$ cat src/rtl/button_pulse_conditioner.sv
// button_pulse_conditioner: synchronise and debounce the up/down buttons into single-cycle step pulses with mutual lockout.
// Define AUTO_REPEAT_EN to add hold-to-repeat pulses (HOLD -> REPEAT); otherwise one pulse per press.
module button_pulse_conditioner #(
  parameter int DEBOUNCE_CYCLES = 1000000,
  parameter int REPEAT_DELAY    = 50000000,
  parameter int REPEAT_PERIOD   = 10000000,
  parameter int CNT_W           = 27
) (
  input  logic clk,
  input  logic rst_n,
  input  logic btn_up_raw,
  input  logic btn_down_raw,
  output logic up_pulse,
  output logic down_pulse,
  output logic up_level,
  output logic down_level
);
`ifdef AUTO_REPEAT_EN
  typedef enum logic [1:0] {IDLE, HOLD, LOCKED, REPEAT} state_e;
`else
  typedef enum logic [1:0] {IDLE, HOLD, LOCKED} state_e;
`endif
  logic [1:0] raw, s1_q, s2_q, lvl_nxt, lvl, pls;
  assign raw = {btn_down_raw, btn_up_raw};
  always_ff @(posedge clk or negedge rst_n)
    if (!rst_n) begin
      s1_q <= '0;
      s2_q <= '0;
    end else begin
      s1_q <= raw;
      s2_q <= s1_q;
    end
  for (genvar b = 0; b < 2; b++) begin : g_btn
    localparam int O = 1 - b;
    state_e st_q;
    logic [CNT_W-1:0] db_q, db_inc;
    logic lvl_q, lvl_d, pulse_q, rise, fall, oth;
    assign db_inc = &db_q ? db_q : db_q + CNT_W'(1);
    // the level flips on the same edge the counter would reach the threshold
    assign lvl_d = (s2_q[b] != lvl_q && db_inc == CNT_W'(DEBOUNCE_CYCLES)) ? ~lvl_q : lvl_q;
    assign rise = lvl_d & ~lvl_q;
    assign fall = ~lvl_d & lvl_q;
    // looking at the other button's next level makes same-edge rises lock both sides
    assign oth = lvl_nxt[O];
    assign lvl_nxt[b] = lvl_d;
    assign lvl[b] = lvl_q;
    assign pls[b] = pulse_q;
`ifdef AUTO_REPEAT_EN
    logic [CNT_W-1:0] rp_q, rp_inc;
    assign rp_inc = &rp_q ? rp_q : rp_q + CNT_W'(1);
`endif
    always_ff @(posedge clk or negedge rst_n)
      if (!rst_n) begin
        st_q <= IDLE;
        db_q <= '0;
        lvl_q <= 1'b0;
        pulse_q <= 1'b0;
`ifdef AUTO_REPEAT_EN
        rp_q <= '0;
`endif
      end else begin
        pulse_q <= 1'b0;
        lvl_q <= lvl_d;
        db_q <= (s2_q[b] == lvl_q || rise || fall) ? '0 : db_inc;
        if (fall) st_q <= IDLE;
        else
          case (st_q)
            IDLE: if (rise) begin
              st_q <= oth ? LOCKED : HOLD;
              pulse_q <= ~oth;
`ifdef AUTO_REPEAT_EN
              rp_q <= '0;
`endif
            end
`ifdef AUTO_REPEAT_EN
            HOLD:
              if (oth) st_q <= LOCKED;
              else if (rp_inc == CNT_W'(REPEAT_DELAY)) begin
                pulse_q <= 1'b1;
                st_q <= REPEAT;
                rp_q <= '0;
              end else rp_q <= rp_inc;
            REPEAT:
              if (oth) st_q <= LOCKED;
              else if (rp_inc == CNT_W'(REPEAT_PERIOD)) begin
                pulse_q <= 1'b1;
                rp_q <= '0;
              end else rp_q <= rp_inc;
`else
            HOLD: if (oth) st_q <= LOCKED;
`endif
            default: st_q <= st_q;
          endcase
      end
  end
  assign up_pulse = pls[0];
  assign down_pulse = pls[1];
  assign up_level = lvl[0];
  assign down_level = lvl[1];
endmodule

$ cat config.mk
export PLATFORM = sky130hd
export DESIGN_NAME = button_pulse_conditioner
export DESIGN_NICKNAME = d
export VERILOG_FILES = /design/src/rtl/button_pulse_conditioner.sv
export SDC_FILE = /design/constraint.sdc
export NUM_CORES = 1
export LEC_CHECK = 0
export BUFFER_PORTS_ARGS = -buffer_cell sky130_fd_sc_hd__buf_2
export CAP_MARGIN = 25
export CORE_ASPECT_RATIO = 0.9
export CORE_MARGIN = 8
export CORE_UTILIZATION = 35
export CTS_CLUSTER_DIAMETER = 80
export DETAILED_ROUTE_END_ITERATION = 7
export GPL_TIMING_DRIVEN = 0
export PLACE_DENSITY = 0.57
export RECOVER_POWER = 100
export SKIP_CTS_REPAIR_TIMING = 1
export SLEW_MARGIN = 20
export SYNTH_ARGS = -nofsm -noshare
export SYNTH_HDL_FRONTEND = slang
export SYNTH_SLANG_ARGS = --single-unit
$ cat constraint.sdc
create_clock -name clk -period 3.5 [get_ports clk]
set_input_delay 0.175 -clock clk [delete_from_list [all_inputs] [get_ports clk]]
set_output_delay 0.175 -clock clk [all_outputs]
set_load 0.1 [all_outputs]
# Word level (Yosys, flattened, before mapping)
# Index checks and enable logic that the tools add are counted.
dict set report word_totals {
  reg_bits 66
  out_inout_bits 4
  word_cells 68
}
dict set report classes {
  n_eq_ne 12
  n_reduce_logical 14
  bitwise 8
  n_addsub 2
  muxes 22
}
# operator n
set ops {}
lappend ops {{$mux 27} 4}
lappend ops {{$add 27x1->27 const B} 2}
lappend ops {{$eq 27x20->1 const B} 2}
lappend ops {{$reduce_and 27->1} 2}
lappend ops {{$mux 2} 8}
lappend ops {{$ne 3x3->1 const B} 4}
lappend ops {{$mux 1} 8}
lappend ops {{$pmux 2 s2} 2}
lappend ops {{$reduce_and 3->1} 2}
lappend ops {{$reduce_bool 3->1} 2}
lappend ops {{$and 1x1->1} 4}
lappend ops {{$eq 2x1->1 const B} 2}
lappend ops {{$logic_not 2->1} 2}
lappend ops {{$logic_or 1x1->1} 4}
lappend ops {{$not 1->1} 4}
lappend ops {{$eq 1x1->1} 2}
lappend ops {{$logic_and 1x1->1} 2}
lappend ops {{$ne 1x1->1} 2}

# Logic depth before layout (Yosys ltp)
dict set report depth {
  word_depth 9
  depth_mapped 13
  ltp_nobuf 9
}

# Worst setup path after synthesis
# No wires, ideal clock.
dict set report synth_path {
  path_kind {register to register}
  from {register g_btn[0].db_q[0]}
  to {register g_btn[1].st_q[1]}
  setup_time_ps 123
  path_stages_with_launch 12
  n_path_buf 2
  setup_slack_ps 26
  required_time_ps 3377
  arrival_time_ps 3351
  path_cell_list {dfrtp_1 > ha_1 > and4_1 > buf_6 > nand4_1 > a2111oi_0 > mux2i_1 > o21ai_1 > or4_1 > buf_4 > mux2_4 > o221a_1}
}
dict set report synth_between {
  elab_chain_cells 9
  elab_cells_between_ends 12
  classes_between {1 x add/sub; 2 x eq/ne; 6 x mux; 3 x reduce/logical}
}
# item line_no
set synth_lines {}
lappend synth_lines {{start, declared} 36} ;# logic [CNT_W-1:0] db_q, db_inc;
lappend synth_lines {{start signal, assigned} 64} ;# db_q <= (s2_q[b] == lvl_q || rise || fall) ? '0 : db_inc;
lappend synth_lines {{$add 27x1->27 / $reduce_and 27->1 (equally long branches)} 38} ;# assign db_inc = &db_q ? db_q : db_q + CNT_W'(1);
lappend synth_lines {{$mux 27 (*)} 38}
lappend synth_lines {{$eq 27x20->1 (*)} 40} ;# assign lvl_d = (s2_q[b] != lvl_q && db_inc == CNT_W'(DEBOUNCE_CYCLES)) ? ~lvl_q : lvl_q;
lappend synth_lines {{$logic_and 1x1->1 (*)} 40}
lappend synth_lines {{$mux 1 (*)} 40}
lappend synth_lines {{via g_btn[0].lvl_d} 37} ;# logic lvl_q, lvl_d, pulse_q, rise, fall, oth;
lappend synth_lines {{$mux 2} 69} ;# st_q <= oth ? LOCKED : HOLD;
lappend synth_lines {{$mux 2} 68} ;# IDLE: if (rise) begin
lappend synth_lines {{$pmux 2 s2} 67} ;# case (st_q)
lappend synth_lines {{$mux 2} 65} ;# if (fall) st_q <= IDLE;
lappend synth_lines {{end signal, assigned} 69}
lappend synth_lines {{end signal, assigned} 92} ;# default: st_q <= st_q;
lappend synth_lines {{end, declared} 35} ;# state_e st_q;
# Mark *: on every way through the listed nets, which the timed path passes. The rest lies on a longest branch. The select of a mux whose other input is x is not followed.
# A chain may end at the register's enable or synchronous reset.

# Worst setup path after layout
# Same ends and word-level chain as after synthesis.

==> flow_summary_export.csv <==
group,metric,value,unit
synthesis,ys_warn_count,0,
sta,hold_viol,0,
synthesis,seq_area_frac_synth,38.5,%
drt,wl_per_cell,17.0,µm
floorplan,num_rows,38,
synthesis,async_flop_share,100,%
sta,fin_crit_sh,98.9,%
drt,antenna_left,0,
cts,clk_latency,330,ps
global_routing,grt_pass1_wl,18.7,mm
hold_path,hp-class,"register to register",
critical_path,cp.required,3710,ps
cells_and_area,insertedDiodeCount,0,
pwr,p_leak,0.00195,µW
drt,viasPerCell,5.74,
synthesis,synth_area_leaders,"dfrtp_1, nor2_1, xnor2_1",
drt,dr.pass1.iters,5,
drt,wirelength,11.5,mm
sta,finalSetupViolCount,0,
synthesis,syn-mean-instance-area,8.81,µm²
sta,maxSlewHeadroom,-23.2,%
floorplan,die_h,121,µm
synthesis,ys.flop_type,"dfrtp_1",
sta,tns,0,ps
cells_and_area,nNetsFinal,522,
global_routing,grt_usage,14.3,%
critical_path,path_max_fanout,7,
outcome,violations,"max-capacitance violations, max-slew violations",
cts,cts_buffers,9,
critical_path,crit_type,"register to register",
cells_and_area,drive_above_1_share,16.0,%
drt,vias,3900,
floorplan,die_w,133,µm
place,placedCellCount,655,
floorplan,core,12000,µm²
cells_and_area,area_growth,16.8,%
sta,skew,4.33,ps
sta,fin_crit,3460,ps
cells_and_area,n_fill_cell,1171,
cts,cts_htree_levels,3,
synthesis,syn-instance-count,487,
global_routing,first_global_vias,3613,
cts,cts_buffer_depth,2,
drt,drt_iter0_markers,293,
place,dp_hpwl,8.09,mm
floorplan,dieArea,16100,µm²
sta,hold_ws,350,ps
synthesis,synth_top_area_share,38.5,%
synthesis,yosysMostFrequentCell,"dfrtp_1",
cells_and_area,final_cell_count_no_fill,680,
synthesis,ys_seq_elements,66,
synthesis,synth-edff-count,0,
pwr,peakVddDrop,0.000219,V
cts,cts_tree,"built",
synthesis,syn-num-nets,493,
critical_path,cp_data_arrival_time,3680,ps
cts,clkTransAtPathRegs,50,ps
job,cap_violations,1,
global_routing,overflow,0,
synthesis,ys_types,71,
global_routing,antenna_found_initial,0,
pwr,power_density,355,nW/µm²
floorplan,start_util,35.7,%
synthesis,syn_area,4290,µm²
sta,timing.fmax,0.289,GHz
synthesis,synth_top_area_cell,"dfrtp_1",
drt,drc,0,
floorplan,ios,8,
cts,clock-sinks,66,
critical_path,startpoint_type,"register",
sta,report.final.slew_viol_count,35,
outcome,outcome,"finished, violations left",
synthesis,ys_top_cells_by_count,"dfrtp_1, nor2_1, nand2_1",
global_routing,grt_max_degree,35,
sta,tightest_slew,1850,ps
cts,clockRootBuffer,"clkbuf_16",
place,port_buffers,7,
critical_path,cp-end-kind,"register",
place,routabilityCongestion,0.892,
final timing paths:
kind / start / endpoint / slack [ps] / cells past startpoint
hold / removal: s1_q[0] / s2_q[0] / 350 / 0
max in group asynchronous: rst_n / g_btn[0].db_q[7] / 940 / 3
min in group asynchronous: rst_n / g_btn[1].db_q[1] / 900 / 2
hold reg to reg: s1_q[0] / s2_q[0] / 350 / 0
setup / recovery: g_btn[0].db_q[0] / g_btn[1].st_q[1] / 40 / 11
setup reg to reg: g_btn[0].db_q[0] / g_btn[1].st_q[1] / 40 / 11
area by class of cell:
cell class | count | area [µm²] | share of cell area (%)
flip-flops and latches | 66 | 1650 | 33.0
clock inverters | 2 | 35.0 | 0.699
clock buffers | 13 | 270 | 5.40
multi-input cells | 380 | 2510 | 50.1
well taps | 160 | 200 | 4.00
inverters | 14 | 52.6 | 1.05
repair buffers | 20 | 131 | 2.62
plain buffers | 25 | 154 | 3.07
layout by cell type, fill, tap and decap left out, types with 6 or more instances in the layout:
master / n
dfrtp_1: 64
a21oi_1: 16
and3_1: 15
nand4_1: 15
a31oi_1: 8
inv_1: 14
clkbuf_1: 10
o21ai_0: 12
a211oi_1: 7
clkbuf_16: 9
xnor2_1: 24
nand3_1: 24
nor2_1: 61
nand2_1: 34
and2_1: 6
and4_1: 12
buf_4: 14
nor4_1: 8
buf_2: 8
xor2_1: 14
nor3_1: 25
state kept, by name, summed over array words and instances, names as in the netlist:
name and count:
g_btn.st_q 4, up_pulse 1, s2_q 2, up_level 1, s1_q 2, down_level 1
g_btn.db_q 54, down_pulse 1
power by group:
group	switching [µW]	total, µW	internal [µW]
clock network	331	935	605
logic	40.9	61.7	20.7
registers	10.6	782	772
total	382	1780	1400
layer usage:
metal  part of all wire [%]  up-vias  global-route usage (%)  wire length, µm
li1                       -     1865                       -                -
met2                     41      125                    19.9             4790
met1                     52     1892                    21.0             6020
met5                      0        -                       0                0
met3                    4.5       18                    2.28              521
met4                    1.8        0                    6.80              207
critical path, cell delays in order (launching register included):
cell and delay (ps):
dfrtp_2 430, ha_4 150, and4_1 220, buf_6 130
nand4_1 260, a311oi_2 390, mux2i_1 340, o22ai_1 120
or4_1 550, buf_6 160, mux2_4 330, o221a_1 260
per-stage QoR:
stage                     util (%)  power (µW)  cell area [µm²]  setup WS, ps
after floorplan                  -         818             4290          25.6
after global routing          41.6        1830             5010         -12.5
after detailed placement      37.8         852             4550          -570
after CTS                     40.3        1790             4850          -584
after global placement        37.6         847             4520          -529
final                         41.6        1780             5010          37.5
logic make-up after synthesis:
kind of cell / after synthesis / synth area share [%]
AND/OR/NAND/NOR: 251 / 32.8
XOR/XNOR: 38 / 7.76
adder cells (fa/ha/maj): 2 / 0.583
multiplexers: 5 / 1.28
flip-flops: 66 / 38.5
AO/OA/AOI/OAI: 84 / 14.3
buffers and inverters: 41 / 4.73
Note: power is estimated with default switching activity, not from simulation.
